===== src/rtl/piso_shifter.sv =====
// piso_shifter: parallel-in / serial-out shifter with a load handshake.
//
// A word on D is captured when LOAD=1 and READY=1. It then appears on Q, one
// bit per cycle for WIDTH cycles, starting in the cycle after the load edge.
// The order is MSB first when MSB_FIRST=1 and LSB first otherwise.
// A new word may be loaded on the edge that ends the final bit. This gives
// gap-free back-to-back streaming.
//
// Parameters:
//   WIDTH     - bits per parallel word (2..32)
//   MSB_FIRST - 1: bit WIDTH-1 goes first, 0: bit 0 goes first
// Ports:
//   CLK   in   clock, rising edge
//   RST_N in   asynchronous active-low reset
//   D     in   parallel word, sampled only on an accepted load edge
//   LOAD  in   load request, qualified by READY
//   READY out  LOAD is accepted this cycle
//   Q     out  serial data bit (0 when idle)
//   invQ  out  complement of Q
//   VALID out  Q carries a payload bit
//   DONE  out  final bit of the current word is on Q
module piso_shifter #(
  parameter int unsigned WIDTH     = 8,
  parameter bit          MSB_FIRST = 1'b1
) (
  input  logic             CLK,
  input  logic             RST_N,
  input  logic [WIDTH-1:0] D,
  input  logic             LOAD,
  output logic             READY,
  output logic             Q,
  output logic             invQ,
  output logic             VALID,
  output logic             DONE
);

  localparam int unsigned     CW   = (WIDTH > 1) ? $clog2(WIDTH) : 1;
  localparam logic [CW-1:0]   LAST = CW'(WIDTH - 1);

  typedef enum logic {
    IDLE  = 1'b0,
    SHIFT = 1'b1
  } state_t;

  state_t           state, state_nx;
  logic [CW-1:0]    cnt;
  logic [WIDTH-1:0] sh;
  logic             last;
  logic             load_acc;
  logic             head;

  // Every output is decoded from registered state only. LOAD affects only
  // next-state, never the current outputs.
  always_comb begin
    last     = 1'b0;
    READY    = 1'b0;
    load_acc = 1'b0;
    state_nx = state;
    last     = (state == SHIFT) && (cnt == LAST);
    READY    = (state == IDLE) || last;
    load_acc = LOAD && READY;
    case (state)
      IDLE:    if (load_acc) state_nx = SHIFT;
      SHIFT:   if (last)     state_nx = load_acc ? SHIFT : IDLE;
      default: state_nx = IDLE;
    endcase
  end

  always_ff @(posedge CLK or negedge RST_N) begin
    if (!RST_N) state <= IDLE;
    else        state <= state_nx;
  end

  always_ff @(posedge CLK or negedge RST_N) begin
    if (!RST_N) begin
      cnt <= '0;
      sh  <= '0;
    end else if (load_acc) begin
      cnt <= '0;
      sh  <= D;
    end else if (state == SHIFT) begin
      cnt <= last ? '0 : cnt + 1'b1;
      sh  <= MSB_FIRST ? {sh[WIDTH-2:0], 1'b0} : {1'b0, sh[WIDTH-1:1]};
    end
  end

  always_comb begin
    head  = MSB_FIRST ? sh[WIDTH-1] : sh[0];
    VALID = (state == SHIFT);
    Q     = VALID & head;
    invQ  = ~Q;
    DONE  = last;
  end

endmodule


===== config.mk =====
export PLATFORM = sky130hd
export DESIGN_NAME = piso_shifter
export DESIGN_NICKNAME = d
export VERILOG_FILES = /design/src/rtl/piso_shifter.sv
export SDC_FILE = /design/constraint.sdc
export NUM_CORES = 1
export LEC_CHECK = 0
export CAP_MARGIN = 20
export CORE_AREA = 4 4 45 47
export DETAILED_ROUTE_END_ITERATION = 8
export DIE_AREA = 0 0 49 51
export HOLD_SLACK_MARGIN = 0.06
export PLACE_DENSITY = 0.77
export RECOVER_POWER = 100
export SYNTH_ARGS = -nofsm -noshare
export SYNTH_HDL_FRONTEND = slang
export SYNTH_SLANG_ARGS = --single-unit

===== constraint.sdc =====
create_clock -name CLK -period 1.4 [get_ports CLK]
set_input_delay 0.21 -clock CLK [delete_from_list [all_inputs] [get_ports CLK]]
set_output_delay 0.21 -clock CLK [all_outputs]
set_load 0.05 [all_outputs]

==> results list <==
- Input and output buffers added on the ports amount to 15.
* Maximum number of pins on one net before global-route repair: 13
- In this run, placement finished with an instance count of 98.
- Total routed wirelength: 1.56 mm
- Instance count of the mapped netlist: 63
- Post-place setup slack: -0.0821 ns
- The net count of the finished layout is 106.
* Row Count: 15
- Number of antenna violations at the first check in global routing: 0
- The Yosys step of the flow raised 0 warnings.
- The worst path uses 109% of the clock period.
- For this design the total switching power over the nets is 0.732 mW.
* Category of the critical setup timing path: reg -> out
- Type of the worst min-delay path: in -> async
* Shortest period the worst path allows: 1.53 ns
* Count of state elements after synthesis: 12
* Switching part of the total power: 38.0%
- CTS Root Cell: sky130_fd_sc_hd__clkbuf_4
- Detailed-router iteration count before antenna repair: 4
* Sequential-to-total area share from yosys stat: 45.5%
- Combinational fraction of design power: 58.2%
* Total DRC errors in the routed layout: 0
* Biggest cell delay along the critical path: 0.39 ns
- Final critical-path setup slack: -0.125 ns
* Fraction of layout cells with a size suffix above 1: 35.9%
- The flow ran to the end, but the final reports show violations.
- After clock tree synthesis, the clock-pin slew on the worst setup and hold paths is 0.08 ns.
* Proportion of power drawn by flip-flops and latches: 30.3%
- The analysis attributes to cell leakage a power of 0.477 nW.
* H-tree depth: 1
* Arrival time at the worst endpoint: 1.32 ns
- Summing all placed instances gives a cell area of 912 um^2.
* Y dimension of the die: 51 um
* IO Pins: 16
- Gp weighted congestion: 0.739
- Worst-path cell chain: ha_2 > ha_4 > and2_4 > buf_12
* Internal cell power: 1.19 mW
- The first global-routing pass estimated 2.42 mm of wire.
- The detailed router finished its first iteration with 4 violations.
- In this run the horizontal extent of the chip is 49 um.
* Transition at the pin with the smallest max-transition slack: 0.356 ns
- HPWL after detailed placement: 1.02 mm
- Distinct cells, synth: 18
- Max IR drop VDD: 0.00125 V
- Via count of the first global-routing pass: 528
- The longest clock path from root to sink contains 2 buffers.
- Static timing analysis puts the maximum clock frequency at 0.656 GHz.
* Global route overflow: 0
- The initial utilization of the core area, before any placement, comes to 39.9%.
* Area of the die: 2500 um^2
- Max-cap violations in this run came to 0.
* Clock latency reported for the late side of the worst-skew pair: 0.28 ns
- The final number of max-transition violations is 0.
- The number of nets in the synthesized netlist is 76.
- Of the total power, the clock network draws 11.5%.
- Power density of the placed cells: 1870 nW/um^2
- Setup Viol. Count Final: 9
* Clock net sink count: 12
- STA classifies the critical path endpoint as an output port.
- Once layout is complete, the cells apart from fillers number 109.
* Total vias in the final route: 569
* Post-DRT Antenna Nets: 0
* Synth-to-layout area growth: 56.2%
- On the critical path, the stage with the largest delay is an instance of sky130_fd_sc_hd__dfrtp_1.
- Worst rel slew slack: 76.3%
- TritonCTS created 3 clock buffers.
- Setup repair after global routing could not meet its margin everywhere.
* TritonCTS clock tree: done
- Layout Cell Area excl Fill: 1030 um^2
- Post-synthesis instance area: 659 um^2
- Number of antenna diodes: 0
- Total routing usage reported by global routing: 12.5%
- Buffers inserted to repair hold after CTS numbered 0.
- In this run the worst path has a maximum fanout of 3.
- For the worst setup path, the data required time is 1.19 ns.
- In the final routed layout, each cell accounts on average for 14.3 um.
- The core region is 1650 um^2.
* Kind of launch point of the worst setup path: register
- Endpoints failing hold: 0
- The final reports fail on negative setup slack.
* Average size of a mapped cell: 10.5 um^2
- Clock Skew: 0.0156 ns
- In the routed layout, each cell is associated on average with a via count of 5.22.
- Buf/Inv on CP: 1
* Cell family with most CP delay: flip-flops
==> power groups by stage <==
stage / combinational, mW / sequential, mW / clock [mW]
after floorplan: 0.542 / 0.575 / 0
after global placement: 0.909 / 0.587 / 0
after detailed placement: 0.931 / 0.592 / 0
after CTS: 1.03 / 0.578 / 0.229
after global routing: 1.22 / 0.602 / 0.247
final: 1.12 / 0.583 / 0.221
==> routing by layer <==
metal,global-route usage (%),share of wire (%),vias to the layer above
met4,2.69,0.32,0
met3,6.12,6.7,2
met2,19.6,52,14
met5,0,0,-
met1,15.6,41,266
li1,-,-,287
==> timing repair <==
item	4_1_cts	5_1_grt
endpoints found under the hold margin	0	0
pin swaps	1	1
cloned	0	1
gates resized for setup	5	5
endpoints found under the setup margin	8	8
buffers inserted	4	3
==> final cells by class <==
| class | instances | area (um^2) |
|---|---|---|
| sequential | 12 | 302 |
| timing repair buffer | 30 | 317 |
| clock buffer | 4 | 26.3 |
| multi-input combinational | 45 | 357 |
| fill | 138 | 622 |
| inverter | 1 | 7.51 |
| tap | 17 | 21.3 |
==> sequential cells by signal, indices dropped and copies added (netlist names) <==
| name | cells |
|---|---|
| VALID | 1 |
| cnt | 3 |
| sh | 8 |
==> worst register-to-register path: cells and delay by family, from the launching register on <==
family / cells / cell delay (ns)
adder cells (fa/ha/maj): 2 / 0.36
AND/OR/NAND/NOR: 1 / 0.14
AO/OA/AOI/OAI: 2 / 0.24
flip-flops: 1 / 0.39
buffers and inverters: 2 / 0.26
==> path summary, 6_finish.rpt <==
check                       start    end  slack, ns  cells after the start
min reg2reg                 sh[2]  sh[3]       0.51                      2
max in group asynchronous   RST_N  sh[2]       0.54                      2
min in group CLK            sh[2]  sh[3]       0.51                      2
max                        cnt[1]   DONE      -0.13                      4
min                         RST_N  VALID       0.25                      1
max reg2reg                cnt[1]  sh[6]      -0.09                      7
==> stage by stage <==
step / utilization, % / hold slack [ns] / power [mW] / setup TNS, ns
6_report: 62.3 / 0.252 / 1.92 / -0.672
5_1_grt: 62.3 / 0.243 / 2.07 / -1.24
4_1_cts: 59.7 / 0.185 / 1.84 / -0.250
3_5_place_dp: 55.2 / 0.489 / 1.52 / -0.226
3_3_place_gp: 55.2 / 0.478 / 1.50 / -0.0884
2_1_floorplan: - / -0.0856 / 1.12 / 0
==> cell usage in the layout, fill, tap and decap left out <==
cell type,instances
sky130_fd_sc_hd__nand2_4,2
sky130_fd_sc_hd__buf_4,12
sky130_fd_sc_hd__a31oi_1,7
sky130_fd_sc_hd__and3_4,2
sky130_fd_sc_hd__ha_2,1
sky130_fd_sc_hd__nand2_1,3
sky130_fd_sc_hd__dfrtp_2,1
sky130_fd_sc_hd__o21ai_1,10
sky130_fd_sc_hd__dfrtp_1,11
sky130_fd_sc_hd__clkinvlp_4,1
sky130_fd_sc_hd__nand3_1,1
sky130_fd_sc_hd__nor2_4,1
sky130_fd_sc_hd__clkbuf_4,3
sky130_fd_sc_hd__and2_4,1
sky130_fd_sc_hd__ha_4,1
sky130_fd_sc_hd__a32o_1,1
sky130_fd_sc_hd__and3_1,5
sky130_fd_sc_hd__buf_12,5
sky130_fd_sc_hd__buf_6,2
sky130_fd_sc_hd__nand2b_4,1
sky130_fd_sc_hd__clkbuf_1,2
sky130_fd_sc_hd__mux2i_1,8
sky130_fd_sc_hd__nand2b_1,1
sky130_fd_sc_hd__clkdlybuf4s50_1,9
sky130_fd_sc_hd__dlygate4sd3_1,1
==> synthesized netlist by cell type (all sizes together) <==
| cell | count | share of area [%] |
|---|---|---|
| o21ai | 10 | 7.6 |
| and2 | 1 | 0.95 |
| nand2b | 2 | 1.9 |
| buf | 4 | 6.3 |
| clkbuf | 1 | 0.76 |
| nand3 | 1 | 0.76 |
| a31oi | 7 | 6.6 |
| a32o | 1 | 1.5 |
| dfrtp | 12 | 46 |
| nand2 | 5 | 3.2 |
| mux2i | 8 | 12 |
| nor2 | 1 | 1.7 |
| and3 | 7 | 6.6 |
| inv | 1 | 0.57 |
| ha | 2 | 3.8 |
==> cell families (layout without fill, tap and decap cells) <==
kind of cell / Yosys count / in the layout / share of synthesized area [%]
AOI/OAI and AO/OA: 18 / 18 / 15.7
adders and majority gates: 2 / 2 / 3.79
buffers and inverters: 6 / 35 / 7.59
DFF: 12 / 12 / 45.5
muxes: 8 / 8 / 12.1
and+or+nand+nor: 17 / 17 / 15.2
Note: power is estimated with default switching activity, not from simulation.
